==> src/rtl/rtl_kernel_1_burst_sequencer.sv <==
// Burst sequencer: splits a beat-count transfer into bursts that never cross a 4 KiB page,
// with a bounded number of issued-but-uncompleted bursts and a start/idle/done control handshake.
module rtl_kernel_1_burst_sequencer #(
    parameter int C_ADDR_WIDTH      = 64,
    parameter int C_XFER_SIZE_WIDTH = 32,
    parameter int C_BURST_LEN       = 16,
    parameter int C_BYTES_PER_BEAT  = 64,
    parameter int C_MAX_OUTSTANDING = 4
) (
    input  logic                         ap_clk,
    input  logic                         ap_rst_n,
    input  logic                         ap_start,
    output logic                         ap_idle,
    output logic                         ap_done,
    output logic                         ap_ready,
    input  logic [C_ADDR_WIDTH-1:0]      cfg_addr,
    input  logic [C_XFER_SIZE_WIDTH-1:0] cfg_num_beats,
    output logic                         req_valid,
    input  logic                         req_ready,
    output logic [C_ADDR_WIDTH-1:0]      req_addr,
    output logic [7:0]                   req_len,
    input  logic                         cmpl_valid,
    output logic [3:0]                   outstanding,
    output logic                         cmpl_err
);

    localparam int BEAT_SHIFT = $clog2(C_BYTES_PER_BEAT);
    localparam int PAGE_BEATS = 4096 / C_BYTES_PER_BEAT;
    localparam int CW         = (C_XFER_SIZE_WIDTH > 14) ? C_XFER_SIZE_WIDTH : 14;

    typedef enum logic [1:0] {
        S_IDLE  = 2'd0,
        S_ISSUE = 2'd1,
        S_DRAIN = 2'd2,
        S_DONE  = 2'd3
    } state_t;

    state_t state;
    state_t state_next;

    logic [C_ADDR_WIDTH-1:0]      addr_q;
    logic [C_XFER_SIZE_WIDTH-1:0] remaining_q;
    logic [C_XFER_SIZE_WIDTH-1:0] remaining_after;
    logic [C_ADDR_WIDTH-1:0]      addr_step;
    logic [8:0]                   hs_beats;
    logic [CW-1:0]                to_boundary;
    logic [CW-1:0]                burst_beats;
    logic [7:0]                   burst_len;
    logic [3:0]                   outstanding_next;
    logic                         handshake;
    logic                         cmpl_take;
    logic                         cmpl_spurious;
    logic                         last_burst;
    logic                         start_accept;
    logic                         can_issue;

    // Request channel: req_valid/req_addr/req_len are registered; once req_valid rises the
    // triple holds until the cycle where req_valid && req_ready, which is the only transfer point.
    always_comb begin
        handshake       = req_valid && req_ready;
        cmpl_take       = cmpl_valid && (outstanding != 4'd0);
        cmpl_spurious   = cmpl_valid && (outstanding == 4'd0);
        start_accept    = (state == S_IDLE) && ap_start;
        hs_beats        = {1'b0, req_len} + 9'd1;
        remaining_after = remaining_q - C_XFER_SIZE_WIDTH'(hs_beats);
        last_burst      = (remaining_after == '0);
        addr_step       = C_ADDR_WIDTH'(hs_beats) << BEAT_SHIFT;
    end

    always_comb begin
        outstanding_next = outstanding;
        if (handshake && !cmpl_take) begin
            outstanding_next = outstanding + 4'd1;
        end else if (!handshake && cmpl_take) begin
            outstanding_next = outstanding - 4'd1;
        end
    end

    // Burst size is the smallest of what is left, the burst cap, and the room left in the page.
    always_comb begin
        to_boundary = CW'(PAGE_BEATS) - CW'(addr_q[11:0] >> BEAT_SHIFT);
        burst_beats = CW'(remaining_q);
        if (burst_beats > CW'(C_BURST_LEN)) begin
            burst_beats = CW'(C_BURST_LEN);
        end
        if (burst_beats > to_boundary) begin
            burst_beats = to_boundary;
        end
        burst_len = 8'(burst_beats - CW'(1));
    end

    always_comb begin
        can_issue = (state == S_ISSUE) && !req_valid && (remaining_q != '0)
                    && (outstanding_next < 4'(C_MAX_OUTSTANDING));
    end

    always_ff @(posedge ap_clk) begin
        if (!ap_rst_n) begin
            state <= S_IDLE;
        end else begin
            state <= state_next;
        end
    end

    always_comb begin
        state_next = state;
        case (state)
            S_IDLE: begin
                if (ap_start) begin
                    state_next = (cfg_num_beats == '0) ? S_DONE : S_ISSUE;
                end
            end
            S_ISSUE: begin
                if (handshake && last_burst) begin
                    state_next = S_DRAIN;
                end
            end
            S_DRAIN: begin
                if (outstanding == 4'd0) begin
                    state_next = S_DONE;
                end
            end
            S_DONE: begin
                state_next = S_IDLE;
            end
            default: begin
                state_next = S_IDLE;
            end
        endcase
    end

    always_comb begin
        ap_idle  = (state == S_IDLE);
        ap_done  = (state == S_DONE);
        ap_ready = (state == S_DONE);
    end

    always_ff @(posedge ap_clk) begin
        if (!ap_rst_n) begin
            addr_q      <= '0;
            remaining_q <= '0;
            req_valid   <= 1'b0;
            req_addr    <= '0;
            req_len     <= '0;
            outstanding <= '0;
            cmpl_err    <= 1'b0;
        end else begin
            outstanding <= outstanding_next;

            // A spurious completion in the same cycle as a start still leaves the flag raised.
            if (cmpl_spurious) begin
                cmpl_err <= 1'b1;
            end else if (start_accept) begin
                cmpl_err <= 1'b0;
            end

            if (start_accept) begin
                addr_q      <= cfg_addr;
                remaining_q <= cfg_num_beats;
            end else if (handshake) begin
                addr_q      <= addr_q + addr_step;
                remaining_q <= remaining_after;
            end

            if (handshake) begin
                req_valid <= 1'b0;
            end else if (can_issue) begin
                req_valid <= 1'b1;
                req_addr  <= addr_q;
                req_len   <= burst_len;
            end
        end
    end

endmodule
==> config.mk <==
export PLATFORM = sky130hd
export DESIGN_NAME = rtl_kernel_1_burst_sequencer
export DESIGN_NICKNAME = d
export VERILOG_FILES = /design/src/rtl/rtl_kernel_1_burst_sequencer.sv
export SDC_FILE = /design/constraint.sdc
export NUM_CORES = 1
export LEC_CHECK = 0
export ABC_AREA = 1
export ABC_CLOCK_PERIOD_IN_PS = 3540
export BUFFER_PORTS_ARGS = -buffer_cell sky130_fd_sc_hd__buf_2
export CORE_MARGIN = 2
export CORE_UTILIZATION = 42
export CTS_CLUSTER_SIZE = 40
export DETAILED_ROUTE_END_ITERATION = 6
export PLACE_DENSITY_LB_ADDON = 0.3
export SLEW_MARGIN = 20
export SYNTH_ARGS = -nofsm -noshare
export SYNTH_HDL_FRONTEND = slang
export SYNTH_SLANG_ARGS = --single-unit
export TNS_END_PERCENT = 100
==> constraint.sdc <==
create_clock -name ap_clk -period 3.54 [get_ports ap_clk]
set_input_delay 0 -clock ap_clk [delete_from_list [all_inputs] [get_ports ap_clk]]
set_output_delay 0 -clock ap_clk [all_outputs]
set_load 0.01 [all_outputs]
[Word-level counts from Yosys, hierarchy flattened]
Index checks and enable logic that the tools add are counted.
Word-level totals
  memories: 0
  register bits after elaboration: 176
  ROM bits: 0
  input port bits: 101
  logic and storage cells: 65
  bits in latches: 0
  memory bits (writable): 0
Cells by class
  $mul: 0
  order comparisons: 3
  muxes and demuxes: 15
  add/sub/neg operators: 7
  shifts and indexed selects: 0
  divide/modulo/power cells: 0
  bitwise logic cells: 2
  reduce and logical (&&, ||, !) cells: 24
  equal/unequal tests: 6
Operators by type and width (number)
  $mux W64: 2
  $mux W32: 3
  $add A64 B15 Y64: 1
  $logic_not A32 Y1: 2
  $gt A32 B32 Y1: 1
  $gt A32 B5 Y1 const B: 1
  $reduce_bool A32 Y1: 1
  $sub A32 B9 Y32: 1
  $logic_and A1 B1 Y1: 10
  $add A8 B1 Y9 const B: 1
  $mux W2: 4
  $mux W4: 2
  $mux W8: 1
  $pmux W2 S4: 1
  $sub A7 B6 Y8 const A: 1
  $sub A8 B1 Y8 const B: 1
  $add A4 B1 Y4 const B: 1
  $eq A2 B2 Y1 const B: 2
  $logic_not A4 Y1: 1
  $lt A4 B3 Y1 const B: 1
  $ne A2 B2 Y1 const B: 2
  $reduce_bool A2 Y1: 2
  $reduce_bool A4 Y1: 1
  $sub A4 B1 Y4 const B: 1
  other kinds (9): 13

[Longest topological paths before layout]
Gate-level depths: netlist of run 1.
  depth after elaboration: 8
  mapped depth: 25
  gate-level depth less buffers: 24

[Least setup slack after synthesis of run 1]
No wires, ideal clock.
  path type: register -> register
  start point: reg req_len[2]
  end point: reg addr_q[63]
  stages on the path, launching flop included: 20
  required time: 3431 ps
  setup time: 109 ps
  buffers on the path: 0
  setup slack: 655 ps
  clock period less this slack: 2885 ps
  arrival time: 2776 ps
  cells stage by stage: dfxtp_1 > nand3_1 > nand3b_1 > nor3_1 > xor2_1 > inv_1 > ha_1 > nand2_1 > nor2_1 > inv_2 > o21ai_4 > nand4_2 > nor2_4 > nand2_2 > nor2_1 > nand2_1 > nand3_1 > o211ai_1 > nand2_1 > inv_1
On the way
  cells in the longest elaborated chain, start to end: 4
Ends and longest elaborated chain
  from (decl): line 21  | output logic [7:0] req_len,
  from (signal assigned): line 170  | req_len <= burst_len;
  $add A8 B1 Y9: line 64  | hs_beats = {1'b0, req_len} + 9'd1;
  $add A64 B15 Y64: line 161  | addr_q <= addr_q + addr_step;
  $mux W64: line 160  | end else if (handshake) begin
  $mux W64: line 157  | if (start_accept) begin
  to (signal assigned): line 158  | addr_q <= cfg_addr;
  to (signal assigned): line 161
  to (decl): line 41  | logic [C_ADDR_WIDTH-1:0] addr_q;
Every way passes these cells. The select of a mux whose other input is x is not followed.
A chain may end at the register's enable or synchronous reset.

[Worst setup path in the final report of run 1]
  start point: reg req_len[0]
  end point: reg addr_q[52]
The elaborated chain is that of the path after synthesis.

==> out/qor.yml, run 1 <==
ys_ff_latch: 176
p_leak_nw: 6.533
hold_ws_ns: 0.07664
grt_overflow: 0
cts.sinks: 176
cp_data_arrival_time_ns: 3.69
die_x_um: 167.0
wl_met3_um: 1781
multi_input_area_um2: 6621
worstPathRequired_ns: 3.92
status: "complete, no violations"
ant_nets: 0
vdd_drop_max_mv: 0.5551
wl_um: 39290
hold-path-cell-count: 6
p_per_area_nw_per_um2: 820.8
max_stage_delay_ns: 0.39
worstSetupStartpointType: "flip-flop"
wl_met2_um: 18510
grt_pass1_vias: 11660
grt_max_degree: 90
cts_buffer_depth: 2
nets: 2135
regArea_um2: 3525
hold_viol: 0
period_needed_ns: 3.302
port_buffers: 181
syn_avg_cell_area_um2: 6.457
fin_cells: 2344
slew_violations: 0
synth_edf_count: 0
synth_cell_types: 53
crit_path_end_kind: "flip-flop"
fin_crit_sh: 0.9327
worstSetupPathType: "reg -> reg"
cts_tree: "done"
die_h_um: 167.0
r2r-end: "addr_q[52]"
relSlewSlack: 0.3999
drive_gt1_frac: 0.1683
route.detailed.drc: 0
wl_per_cell_um: 16.76
setup_viol_count_final: 0
num-fill-cells: 2619
drt-met1-wl_um: 17820
max_slew.worst_pin.slew_ns: 0.9001
cap_violations: 0
clock.fmax_mhz: 302.9
synthCells: 1727
hold_end: "state[1]"
grt_pass1_wl_um: 61690
ios: 182
post-dp-hpwl_um: 28870
vias: 12290
gp_congestion: 0.9493
grt_use_total: 0.2753
path_cells: "ha_2 > nand3_2 > nor3_2 > xor2_1 > inv_1 > ha_1 > nand2_2 > inv_1 > a21oi_4 > nand2_4 > a21oi_4 > inv_4 > nand2_4 > nor3_4 > nand3_2 > nor2_2 > xor2_1 > a21oi_1 > nor2_1"
antenna_found_initial: 0
rr_worst_depth: 19
hp-class: "in -> reg"
die_area_um2: 27870
clk_pin_slew_ns: 0.08
h-tree-depth: 4
final_area_um2: 14110
vias_per_cell: 5.243
clock-root-buffer: "clkbuf_16"
yosysWarnings: 0
r2r_setup_slack_ns: 0.24
coreArea_um2: 26060
ys_async_sr_fraction: 0
hold_start: "ap_start"
start_util: 0.4280
rr_startpoint: "req_len[0]"
first_pass_iters: 5
numCtsBuffers: 17
synthFlopType: "dfxtp_1"
dp_cells: 2205
drt-initial-drc-count: 917
placed_area_um2: 12380
slowest_stage: "dfxtp_1"
ys_seq_area_frac: 0.3159
row_count: 59
cp_max_fo: 7
synth.cell_area_um2: 11150
finClkSkew_ns: 0.01395
fin_setup_tns_ns: 0
clkLatencyLatePin_ns: 0.45
syn2layout_area_growth_pct: 26.52
topRoutingLayerUsed: "met4"
-- sequential cells by signal, summed over array words and instances, names as in the netlist --
| register | flops |
|---|---|
| addr_q | 64 |
| cmpl_err | 1 |
| outstanding | 4 |
| remaining_q | 32 |
| req_addr | 64 |
| req_len | 8 |
| req_valid | 1 |
| state | 2 |
-- layout make-up --
cell class                 count  area share
clock buffer                  17     0.03015
multi-input combinational   1283      0.4693
clock inverter                14     0.01224
antenna                        1   0.0001774
sequential                   176      0.2498
tap                          335     0.02971
timing repair buffer         315      0.1545
inverter                     203     0.05418
-- worst max-delay path: cells and delay by family (launching register included) --
family	cells	cell delay, ns
AOI/OAI and AO/OA	3	0.23
buffers and inverters	3	0.30
adders and majority gates	2	0.59
and+or+nand+nor	9	1.35
DFF	1	0.39
xor gates and xnor gates	2	0.37
-- stage by stage --
stage	setup WS [ns]	util	total power (W)
final	0.2384	0.5415	0.01158
after global routing	-0.03399	0.5414	0.01252
after CTS	0.08546	0.5354	0.01137
after detailed placement	0.08741	0.4752	0.009301
after global placement	0.1778	0.4752	0.009255
after floorplan	0.6547	-	0.007404
-- synthesized netlist by cell type (all sizes together), types with 3 or more instances --
master,number,area share
a21oi,78,0.038
a31oi,69,0.039
buf,20,0.014
clkbuf,46,0.016
dfxtp,176,0.32
ha,36,0.040
inv,202,0.068
nand2,495,0.17
nand3,79,0.037
nand3b,3,0.0020
nand4,45,0.026
nor2,227,0.082
nor3,29,0.015
nor3b,3,0.0020
nor4,20,0.012
o211ai,11,0.0074
o21ai,114,0.054
o41ai,3,0.0047
xnor2,9,0.0071
xor2,48,0.038
-- logic make-up (layout without fill, tap and decap cells) --
group / Yosys count / in the layout / synth area share
flops: 176 / 176 / 0.3159
xor+xnor: 57 / 57 / 0.04477
compound gates: 281 / 281 / 0.1466
fa+ha+maj: 38 / 38 / 0.04398
simple gates: 905 / 905 / 0.3499
buf+inv: 269 / 549 / 0.09839
other cells: 1 / 3 / 0.0003363
-- power breakdown --
group	internal [W]	switching [W]	total, W
Sequential	0.00263	0.000554	0.00318
Combinational	0.00225	0.00420	0.00645
Clock	0.000950	0.000996	0.00195
Total	0.00583	0.00575	0.0116
-- placed cells by master, fill, tap and decap left out, types with 6 or more instances in the layout --
cell type | Yosys | routed
xnor2_1 | 9 | 9
nand3_1 | 75 | 74
nand2_1 | 483 | 479
clkinv_8 | 0 | 6
nor2_2 | 8 | 15
o211ai_1 | 11 | 11
clkbuf_16 | 0 | 17
buf_4 | 2 | 35
nor3_1 | 27 | 25
a31oi_1 | 69 | 69
o21ai_1 | 12 | 12
nand2_2 | 10 | 14
nor2_1 | 213 | 205
nor4_1 | 18 | 18
a21oi_1 | 74 | 73
dlygate4sd3_1 | 0 | 97
inv_2 | 17 | 20
buf_2 | 7 | 181
nor2_4 | 6 | 7
nand4_1 | 43 | 43
o21ai_0 | 96 | 96
dfxtp_1 | 176 | 175
inv_1 | 184 | 182
ha_1 | 36 | 33
xor2_1 | 48 | 48
-- worst max path at each step --
stage / from / end / slack (ns)
after floorplan: req_len[2] / addr_q[63] / 0.65
after global placement: req_len[2] / state[1] / 0.18
after detailed placement: req_len[2] / state[0] / 0.09
after CTS: req_len[2] / state[0] / 0.09
after global routing: remaining_q[19] / req_len[7] / -0.03
final: req_len[0] / addr_q[52] / 0.24
-- what timing repair did --
item,CTS,global route
hold buffers,97,0
buffers inserted,0,10
setup endpoints to repair,0,23
hold endpoints to repair,97,0
resized for setup,0,23
-- metal layers --
layer,vias up,track usage
met5,-,0
met4,0,0.09595
met3,71,0.03327
met2,367,0.4681
met1,5691,0.3605
li1,6161,-
Note: power is estimated with default switching activity, not from simulation.
==> inputs of run 2 (changes only) <==
CORE_MARGIN = not set   (was 2)
==> run 2 against run 1 <==
- maximum frequency shrank 2.2%
- clock power is essentially flat
- sequential share of layout area is essentially flat
- highest routed layer unchanged
- hold slack gained 0.0070 ns
- setup slack lost 0.074 ns
- global-route usage grew 0.42 points
- via count grew 0.27%
- critical path depth grew 2
- clock-buffer cell count is the same
- critical path type unchanged
==> out/qor.yml, run 2 (same netlist as run 1, synthesis figures left out) <==
vias_per_cell: 5.259
num-fill-cells: 2596
fin_ws_ns: 0.1646
grt_pass1_vias: 11390
status: "complete, no violations"
nets: 2134
drt-met1-wl_um: 17170
p_comb_frac: 0.557
port_buffers: 181
ios: 182
fin_cells: 2343
dp_cells: 2210
max_slew.worst_pin.slew_ns: 0.8444
relSlewSlack: 0.4370
wl_met2_um: 18070
wl_um: 38190
worstPathRequired_ns: 3.87
vdd_drop_max_mv: 0.4814
cap_violations: 0
cp_max_fo: 6
row_count: 59
hold_start: "ap_start"
antenna_found_initial: 0
die_area_um2: 27210
grt_setup_unrepaired: "yes"
cts_buffer_depth: 2
max_stage_delay_ns: 0.40
syn2layout_area_growth_pct: 26.53
crit_start: "req_len[2]"
clock-root-buffer: "clkbuf_16"
crit_top_cell: "nand2_1"
clkLatencyLatePin_ns: 0.44
power_switching_w: 0.005714
p_per_area_nw_per_um2: 817.8
diodes: 0
worstSetupPathType: "reg -> reg"
die_h_um: 165.0
topRoutingLayerUsed: "met4"
crit_path_end_kind: "flip-flop"
swShare: 0.4952
post-dp-hpwl_um: 28770
grt_overflow: 0
grt_max_degree: 90
p_leak_nw: 6.529
pwr-share-seq: 0.276
hp-class: "in -> reg"
route.detailed.drc: 0
wl_per_cell_um: 16.30
period_needed_ns: 3.375
vias: 12320
cts.sinks: 176
drive_gt1_frac: 0.1663
wl_met3_um: 1897
place_ws_ns: 0.08566
grt_use_total: 0.2796
setup_viol_count_final: 0
start_util: 0.4280
hold_viol: 0
pwr-share-clk: 0.168
layout_commonest_cell: "nand2_1"
first_pass_iters: 6
clk_pin_slew_ns: 0.08
cts_tree: "done"
critPathTopFamily: "simple AND/OR/NAND/NOR gates"
clock.fmax_mhz: 296.3
ant_nets: 0
slew_violations: 0
fin_crit_sh: 0.9535
cp_data_arrival_time_ns: 3.71
grt_pass1_wl_um: 59140
numCtsBuffers: 17
coreArea_um2: 26060
slowest_stage: "dfxtp_2"
internal_power_w: 0.005826
layout.cells.most_common_list: "nand2_1, nor2_1, inv_1"
gp_congestion: 0.9836
h-tree-depth: 4
die_x_um: 165.0
drt-initial-drc-count: 912
worstSetupStartpointType: "flip-flop"
final_util: 0.5415
crit_buf_inv: 2
reg_top3: "addr_q: 64 flops, req_addr: 64 flops, remaining_q: 32 flops"
path_cells: "nand3_1 > nand3b_1 > nor3_1 > xor2_1 > ha_1 > nand2_1 > inv_1 > nand2_1 > nand3_1 > inv_1 > nand2_1 > nand2_1 > nand2_1 > nor2_1 > nand3_1 > nor2_2 > nand4_1 > nand2_1 > nand3_1 > nand2_1 > nor2_1"
rr_startpoint: "req_len[2]"
finClkSkew_ns: 0.01572
[run 2: cell count changes in the layout (fill, tap and decap cells not counted), sizes merged]
cell / change
buf: -2
clkinv: -1
clkinvlp: +1
diode: -1
inv: +1
o41ai: +1
[run 2: cell type report]
type	instances	area (µm²)	area share
Clock buffer	17	425.4	0.03015
Clock inverter	15	170.2	0.01206
Inverter	203	764.5	0.05418
Multi-Input combinational cell	1284	6643	0.4707
Sequential cell	176	3525	0.2498
Tap cell	335	419.2	0.02970
Timing Repair Buffer	313	2165	0.1534
[run 2: timing repair]
action / in CTS / in global routing
gates resized for setup: 0 / 20
hold buffers: 97 / 0
setup buffers: 0 / 3
endpoints found under the hold margin: 97 / 0
endpoints found under the setup margin: 0 / 14
[run 2: path summary, 6_finish.rpt]
path | end | slack, ns | cells after the start
hold / removal | state[0] | 0.08 | 5
hold reg to reg | req_addr[8] | 0.48 | 2
setup / recovery | state[0] | 0.16 | 21
setup reg to reg | state[0] | 0.16 | 21
[run 2: layer usage]
metal  vias up  GRT usage
li1       6169          -
met5         -          0
met1      5699     0.3671
met4         0    0.09883
met3        72    0.03340
met2       383     0.4694
[run 2: per-stage QoR]
step	area (µm²)	hold slack (ns)	power, W	TNS, ns
finish	14110	0.08360	0.01154	0
global route	14110	0.08901	0.01248	-0.02145
CTS	13990	0.07133	0.01131	0
detailed placement	12420	0.2553	0.009273	0
global placement	12420	0.2497	0.009235	0
floorplan	11160	0.1427	0.007404	0
[run 2: power groups by stage]
stage | clock [W] | sequential [W] | combinational [W]
2_1_floorplan | 0 | 0.00325 | 0.00415
3_3_place_gp | 0 | 0.00319 | 0.00604
3_5_place_dp | 0 | 0.00320 | 0.00607
4_1_cts | 0.00196 | 0.00317 | 0.00619
5_1_grt | 0.00204 | 0.00327 | 0.00717
6_report | 0.00194 | 0.00318 | 0.00642
[run 2: worst min-delay path, cell delays in order]
cell and delay (ns):
buf_2 0.10, nor2_1 0.10, a21oi_1 0.08, a21oi_1 0.14, nor2_1 0.05
